`config.mk`:
```
export PLATFORM = sky130hd
export DESIGN_NAME = ctrl_unit_4bit
export DESIGN_NICKNAME = d
export VERILOG_FILES = /design/src/rtl/ctrl_unit_4bit_pkg.sv /design/src/rtl/ctrl_unit_4bit_decode.sv /design/src/rtl/ctrl_unit_4bit.sv
export SDC_FILE = /design/constraint.sdc
export NUM_CORES = 1
export LEC_CHECK = 0
export CORE_MARGIN = 8
export CORE_UTILIZATION = 47
export DETAILED_ROUTE_END_ITERATION = 8
export PLACE_DENSITY_LB_ADDON = 0.15
export SYNTH_ARGS = -nofsm -noshare
export SYNTH_HDL_FRONTEND = slang
export SYNTH_HIERARCHICAL = 1
export SYNTH_SLANG_ARGS = --single-unit
export TNS_END_PERCENT = 100
```
`constraint.sdc`:
```
create_clock -name clk -period 2.6 [get_ports clk]
set_clock_uncertainty 0.1 [all_clocks]
set_input_delay 0.52 -clock clk [delete_from_list [all_inputs] [get_ports clk]]
set_output_delay 0.52 -clock clk [all_outputs]
set_load 0.05 [all_outputs]
```
`src/rtl/ctrl_unit_4bit_pkg.sv`:
```
// Shared definitions for the 4-bit CPU control unit: opcodes, datapath
// function codes, FSM encoding and the decoded control word.
package ctrl_pkg_4bit;

  localparam logic [3:0] OP_NOP = 4'h0;
  localparam logic [3:0] OP_MOV = 4'h1;
  localparam logic [3:0] OP_ADD = 4'h2;
  localparam logic [3:0] OP_SUB = 4'h3;
  localparam logic [3:0] OP_AND = 4'h4;
  localparam logic [3:0] OP_OR  = 4'h5;
  localparam logic [3:0] OP_XOR = 4'h6;
  localparam logic [3:0] OP_NOT = 4'h7;
  localparam logic [3:0] OP_ADI = 4'h8;
  localparam logic [3:0] OP_LDI = 4'h9;
  localparam logic [3:0] OP_SHL = 4'hA;
  localparam logic [3:0] OP_SHR = 4'hB;
  localparam logic [3:0] OP_LD  = 4'hC;
  localparam logic [3:0] OP_BRZ = 4'hD;
  localparam logic [3:0] OP_BRN = 4'hE;
  localparam logic [3:0] OP_HLT = 4'hF;

  localparam logic [3:0] G_TFA = 4'b0000;
  localparam logic [3:0] G_ADD = 4'b0010;
  localparam logic [3:0] G_SUB = 4'b0101;
  localparam logic [3:0] G_AND = 4'b1000;
  localparam logic [3:0] G_OR  = 4'b1010;
  localparam logic [3:0] G_XOR = 4'b1100;
  localparam logic [3:0] G_NOT = 4'b1110;

  localparam logic [1:0] H_PASS = 2'b00;
  localparam logic [1:0] H_SHR  = 2'b01;
  localparam logic [1:0] H_SHL  = 2'b10;

  typedef enum logic [1:0] {
    ST_FETCH   = 2'b00,
    ST_EXECUTE = 2'b01,
    ST_HALT    = 2'b10
  } state_t;

  typedef struct packed {
    logic       load_enable;
    logic [1:0] a_sel;
    logic [1:0] b_sel;
    logic [1:0] d_sel;
    logic [1:0] h_sel;
    logic [3:0] g_sel;
    logic       mb;
    logic       mf;
    logic       md;
    logic [3:0] const_in;
  } ctrl_word_t;

  // Only datapath-computing instructions (MOV..SHR) update the status flags.
  function automatic logic writes_flags(input logic [3:0] op);
    return (op >= OP_MOV) && (op <= OP_SHR);
  endfunction

endpackage

```
`src/rtl/ctrl_unit_4bit_decode.sv`:
```
// Combinational instruction decoder: IR -> datapath control word.
// Unused fields still pass straight through to the selects.
module ctrl_decode_4bit
  import ctrl_pkg_4bit::*;
(
  input  logic [15:0] ir,
  output ctrl_word_t  cw
);

  logic [3:0] op;
  logic       unused_reserved;

  assign op              = ir[15:12];
  assign unused_reserved = ^ir[5:4];

  // Field routing plus per-opcode function/mux selection
  always_comb begin
    cw          = '0;
    cw.d_sel    = ir[11:10];
    cw.a_sel    = ir[9:8];
    cw.b_sel    = ir[7:6];
    cw.const_in = ir[3:0];
    case (op)
      OP_NOP: cw.load_enable = 1'b0;
      OP_MOV: begin cw.load_enable = 1'b1; cw.g_sel = G_TFA; end
      OP_ADD: begin cw.load_enable = 1'b1; cw.g_sel = G_ADD; end
      OP_SUB: begin cw.load_enable = 1'b1; cw.g_sel = G_SUB; end
      OP_AND: begin cw.load_enable = 1'b1; cw.g_sel = G_AND; end
      OP_OR:  begin cw.load_enable = 1'b1; cw.g_sel = G_OR;  end
      OP_XOR: begin cw.load_enable = 1'b1; cw.g_sel = G_XOR; end
      OP_NOT: begin cw.load_enable = 1'b1; cw.g_sel = G_NOT; end
      OP_ADI: begin cw.load_enable = 1'b1; cw.g_sel = G_ADD; cw.mb = 1'b1; end
      OP_LDI: begin
        cw.load_enable = 1'b1;
        cw.mb          = 1'b1;
        cw.mf          = 1'b1;
        cw.h_sel       = H_PASS;
      end
      OP_SHL: begin cw.load_enable = 1'b1; cw.mf = 1'b1; cw.h_sel = H_SHL; end
      OP_SHR: begin cw.load_enable = 1'b1; cw.mf = 1'b1; cw.h_sel = H_SHR; end
      OP_LD:  begin cw.load_enable = 1'b1; cw.md = 1'b1; end
      OP_BRZ, OP_BRN, OP_HLT: cw.load_enable = 1'b0;
      default: cw.load_enable = 1'b0;
    endcase
  end

endmodule

```
`src/rtl/ctrl_unit_4bit.sv`:
```
// Multi-cycle FETCH/EXECUTE control unit for the 4-bit CPU: owns pc, IR,
// the latched status flags and branch resolution.
module ctrl_unit_4bit
  import ctrl_pkg_4bit::*;
#(
  parameter int PC_W = 8
) (
  input  logic            clk,
  input  logic            rst,
  input  logic [15:0]     instr_data,
  output logic [PC_W-1:0] instr_addr,
  input  logic            V,
  input  logic            C,
  input  logic            N,
  input  logic            Z,
  output logic            load_enable,
  output logic [1:0]      A_select,
  output logic [1:0]      B_select,
  output logic [1:0]      D_select,
  output logic [1:0]      H_select,
  output logic [3:0]      G_select,
  output logic            MB_select,
  output logic            MF_select,
  output logic            MD_select,
  output logic [3:0]      constant_input,
  output logic            halted
);

  localparam logic [PC_W-1:0] PC_ONE = {{(PC_W-1){1'b0}}, 1'b1};

  state_t          state;
  state_t          state_next;
  logic [PC_W-1:0] pc;
  logic [PC_W-1:0] pc_next;
  logic [15:0]     ir;
  logic [3:0]      flags;
  logic            halt_flag;
  logic [3:0]      opcode;
  logic [PC_W-1:0] branch_offset;
  logic            branch_taken;
  ctrl_word_t      dec_word;
  ctrl_word_t      cw;
  logic            unused_flags;

  ctrl_decode_4bit u_decode (
    .ir (ir),
    .cw (dec_word)
  );

  assign opcode        = ir[15:12];
  assign branch_offset = {{(PC_W-4){ir[3]}}, ir[3:0]};
  // flags holds {V,C,N,Z}; only N and Z steer branches
  assign branch_taken  = ((opcode == OP_BRZ) && flags[0]) ||
                         ((opcode == OP_BRN) && flags[1]);
  assign unused_flags  = ^flags[3:2];

  // Next-state, next-pc and the gated control word
  always_comb begin
    state_next = state;
    pc_next    = pc;
    cw         = '0;
    case (state)
      ST_FETCH: begin
        state_next = ST_EXECUTE;
        pc_next    = pc + PC_ONE;
      end
      ST_EXECUTE: begin
        if (opcode == OP_HLT) begin
          state_next = ST_HALT;
        end else begin
          state_next = ST_FETCH;
        end
        if (branch_taken) begin
          pc_next = pc + branch_offset;
        end else begin
          pc_next = pc;
        end
        // A reset landing mid-EXECUTE must not commit a register write
        if (rst) begin
          cw = '0;
        end else begin
          cw = dec_word;
        end
      end
      ST_HALT: state_next = ST_HALT;
      default: state_next = ST_FETCH;
    endcase
  end

  // State, pc, IR, flag register and halt indicator
  always_ff @(posedge clk) begin
    if (rst) begin
      state     <= ST_FETCH;
      pc        <= '0;
      ir        <= 16'h0000;
      flags     <= 4'b0000;
      halt_flag <= 1'b0;
    end else begin
      state <= state_next;
      pc    <= pc_next;
      if (state == ST_FETCH) begin
        ir <= instr_data;
      end
      if ((state == ST_EXECUTE) && writes_flags(opcode)) begin
        flags <= {V, C, N, Z};
      end
      if ((state == ST_EXECUTE) && (opcode == OP_HLT)) begin
        halt_flag <= 1'b1;
      end
    end
  end

  assign instr_addr     = pc;
  assign halted         = halt_flag;
  assign load_enable    = cw.load_enable;
  assign A_select       = cw.a_sel;
  assign B_select       = cw.b_sel;
  assign D_select       = cw.d_sel;
  assign H_select       = cw.h_sel;
  assign G_select       = cw.g_sel;
  assign MB_select      = cw.mb;
  assign MF_select      = cw.mf;
  assign MD_select      = cw.md;
  assign constant_input = cw.const_in;

endmodule

```
[Word level (Yosys, flattened, before mapping)]
Cells that the tools add are included.
Cells by class
  add/sub/neg operators: 2
  order comparisons: 2
  equality and inequality tests: 18
  multiplexer cells: 12
  reduce and logical (&&, ||, !) cells: 15
Operators by type and width (count)
  2-to-1 mux 20 bit: 2
  == test 4 bit (second input constant): 8
  one-hot mux 4 bit (6 select lines): 1
  == test 4 x 3 -> 1 bit (second input constant): 4
  one-hot mux 8 bit (2 select lines): 1
  OR reduction 12 bit: 1
  adder 8 x 1 -> 8 bit (second input constant): 1
  adder 8 bit: 1
  == test 4 x 2 -> 1 bit (second input constant): 2
  2-to-1 mux 8 bit: 1
  one-hot mux 2 bit (3 select lines): 1
  logical AND 1 bit: 5
  == test 4 x 1 -> 1 bit (second input constant): 1
  greater-or-equal comparator 4 x 1 -> 1 bit (second input constant): 1
  less-or-equal comparator 4 bit (second input constant): 1
  logical NOT 4 bit: 1
  one-hot mux 2 bit (2 select lines): 1
  OR reduction 2 bit: 2
  OR reduction 4 bit: 1
  2-to-1 mux 1 bit: 3
  OR reduction 3 bit: 1
  == test 2 x 1 -> 1 bit (second input constant): 1
  == test 2 bit (second input constant): 1
  logical NOT 2 bit: 1
  6 further kinds: 6
Word-level totals
  flip-flop bits (word level): 29
  input port bits: 22
  output and inout bits: 29
  logic and storage cells: 54

[Depth between registers and ports, before layout]
  depth in word-level cells: 5
  depth in mapped cells: 10
  gate-level depth less buffers: 10

[By module]
The synthesis kept the hierarchy.
By module, submodules not included
  ctrl_unit_4bit: times used 1, cells an instance 188, area each 1500.2 um2, seq. area each 580.6 um2
  ctrl_decode_4bit: times used 1, cells an instance 28, area each 196.4 um2, seq. area each 0.0 um2

[Worst setup path before layout]
No wires, ideal clock.
  path type: register to register
  start: register pc[0] (netlist: instr_addr[0])
  end: register pc[4] (netlist: instr_addr[4])
  library setup time: 0.121 ns
  arrival: 2.101 ns
  data required time: 2.379 ns
  path slack: 0.278 ns
  cell stages (with the launch flop): 9
  path buffers: 0
  period minus slack after synthesis: 2.322 ns
  cells stage by stage: dfxtp_1 -> ha_1 -> inv_1 -> fa_1 -> nor2b_1 -> or2_2 -> nand3_1 -> a21oi_1 -> mux2_2
Between the ends
  longest elaborated chain between the ends: 3
  elaborated cells between the ends (all ways): 4
  those cells by class: add/sub: 2; mux: 2
RTL lines
  from (decl): line ctrl_unit_4bit.sv:33  | logic [PC_W-1:0] pc;
  from (signal assigned): line ctrl_unit_4bit.sv:100  | pc <= pc_next;
  adder 8 bit: line ctrl_unit_4bit.sv:74  | pc_next = pc + branch_offset;
  2-to-1 mux 8 bit: line ctrl_unit_4bit.sv:73  | if (branch_taken) begin
  one-hot mux 8 bit (2 select lines) *: line ctrl_unit_4bit.sv:62  | case (state)
Mark *: on every way between the ends. The rest lies on a longest branch, timed or not. The select of a mux whose other input is x is not followed.
A chain may end at the register's enable or synchronous reset.

[Worst setup path after layout]
  start: register state[1]
  end: register pc[4] (netlist: instr_addr[4])
Between the ends
  longest elaborated chain between the ends: 3
  elaborated cells between the ends (all ways): 6
  those cells by class: eq/ne: 2; mux: 1; reduce/logical: 3
RTL lines
  from (decl): line ctrl_unit_4bit.sv:31  | state_t state;
  from (signal assigned): line ctrl_unit_4bit.sv:99  | state <= state_next;
  == test 2 x 1 -> 1 bit or logical NOT 2 bit (tied branches): line ctrl_unit_4bit.sv:62
  != test 2 bit (no source line) or nonzero test 2 bit (tied branches)
  AND reduction 2 bit (no source line)
Several ways; a longest one is shown, not always the timed one.

==> results.yml <==
floorplan:
  die-width_um: 74.9
  coreArea_sq_mm: 0.00334
  start_util: 0.489
  rows: 21
  ios: 51
  die_h_um: 74.9
  fp.dieArea_sq_mm: 0.00561
timing:
  relSlewSlack: 0.597
  fin_crit_ns: 2.38
  fmax_mhz: 421
  period_share: 0.915
  finalMaxSlewViolations: 0
  worst_slew_pin_slew_ns: 0.604
  tns_ns: 0
  rsz0062_at_grt: "false"
  setup_viol: 0
  final_hold_viol_count: 0
  holdWs_ns: 0.356
  setup_slack_ns: 0.222
setup_path:
  cp_max_fo: 5
  reg2reg_depth: 8
  rrSetupSlack_ns: 0.22
  cp-end-kind: "flop"
  crit_path_start: "state[1]"
  crit_type: "reg -> reg"
  reg2reg_to: "instr_addr[4]"
  start_kind: "flop"
  crit_path_end: "instr_addr[4]"
  critPathRequiredTime_ns: 2.74
  cp.arrival_ns: 2.52
  r2r_start: "state[1]"
clocking:
  h-tree-depth: 1
  clock_path_buffers: 2
  clk_latency_ns: 0.33
  cts_setup_buffers: 0
  ctsResizeCount: 0
  clk_pin_slew_ns: 0.15
  holdBufCountCts: 0
  cts_buffers: 3
  root_buffer: "clkbuf_4"
  cts.sinks: 27
  cts_tree: "done"
grt:
  grt_max_degree: 30
  grt_pass1_wl_um: 6400
  grt_pass1_vias: 1467
  grt_overflow: 0
  met2_usage: 0.268
  grt_busiest_layer: "met2"
  use_met1: 0.154
  use_met3: 0.0426
  antenna_found_initial: 0
  grt_usage: 0.142
placement:
  port_buffers: 46
  place.gp.congestion: 0.826
  place_hpwl_um: 2830
  place_ws_ns: 0.210
layout:
  fillerInstances: 304
  post-route-util: 0.689
  fin_nets: 271
  antenna_cells: 0
  drive_gt1_frac: 0.180
  syn2layout_area_growth_pct: 40.9
drt:
  dr.pass1.iters: 4
  dr_total_vias: 1433
  drtAntennaViolNets: 0
  drt-initial-drc-count: 56
  wirelength_um: 3680
  routedWlPerCell_um: 12.7
  viasPerCell: 4.94
  drc: 0
job:
  maxCapViolations: 0
synthesis:
  avgSynthCellArea_sq_um: 7.84
  synthCells: 208
  syn-cell-area_sq_mm: 0.00163
  yosys_warnings: 6
  syn_nets: 234
power_and_ir_drop:
  ir_drop_mv: 0.369
  p_leak_nw: 0.951
  p_total_uw: 914
  power.density_mw_per_mm2: 398
min_path:
  hold_path.class: "reg -> reg"
status:
  outcome: "complete, no violations"
sequential cells by signal, indices dropped and copies added (netlist names):
name / cells
flags: 2
state: 2
instr_addr: 8
ir: 14
halted: 1
per-layer routing:
| layer | wire length [um] | share of wire |
|---|---|---|
| met1 | 1550 | 0.42 |
| met2 | 1910 | 0.52 |
| met3 | 206 | 0.056 |
| met5 | 0 | 0 |
| met4 | 14 | 0.0038 |
worst max-delay path: stages, from the launching register on:
cell and delay, ns:
dfxtp_1 0.35, and2b_2 0.26, and2_1 0.17, ha_1 0.32, nor2b_1 0.16, nor3_1 0.32, nand2b_1 0.11, a21oi_1 0.17
mux2_2 0.34
worst min path at each step:
stage | cells after the start | end | from | slack [ns]
3_3_place_gp | 2 | halted | halted | 0.33
3_5_place_dp | 2 | halted | halted | 0.34
2_1_floorplan | 2 | ir[10] | ir[10] | 0.34
6_report | 2 | halted | halted | 0.36
4_1_cts | 2 | halted | halted | 0.36
5_1_grt | 2 | ir[7] | ir[7] | 0.38
final cells by class:
class | instances | area [sq um] | share of cell area
Multi-Input combinational cell | 157 | 952 | 0.414
Inverter | 4 | 15.0 | 0.00653
Clock inverter | 1 | 5.00 | 0.00218
Sequential cell | 27 | 541 | 0.235
Timing Repair Buffer | 52 | 706 | 0.307
Tap cell | 46 | 57.6 | 0.0250
Clock buffer | 3 | 22.5 | 0.00980
where the power goes:
part           switching, mW  total [mW]  internal [mW]
Clock                  0.123       0.181         0.0578
Sequential            0.0330       0.475          0.442
Combinational          0.141       0.259          0.117
Total                  0.297       0.914          0.617
layout by cell type, fill, tap and decap left out, types with 4 or more instances in the layout:
cell,count
a21oi_1,23
buf_12,20
clkdlybuf4s50_1,26
dfxtp_1,27
buf_4,6
nand2b_1,4
nor3_1,4
nor2b_1,4
and2_1,22
nor2_1,16
nand2_1,36
inv_1,4
stage by stage:
step,area [sq um],std cells
after detailed placement,2270,286
after global routing,2300,290
after global placement,2270,286
final,2300,290
after CTS,2300,290
after floorplan,1630,208
Note: power is estimated with default switching activity, not from simulation.
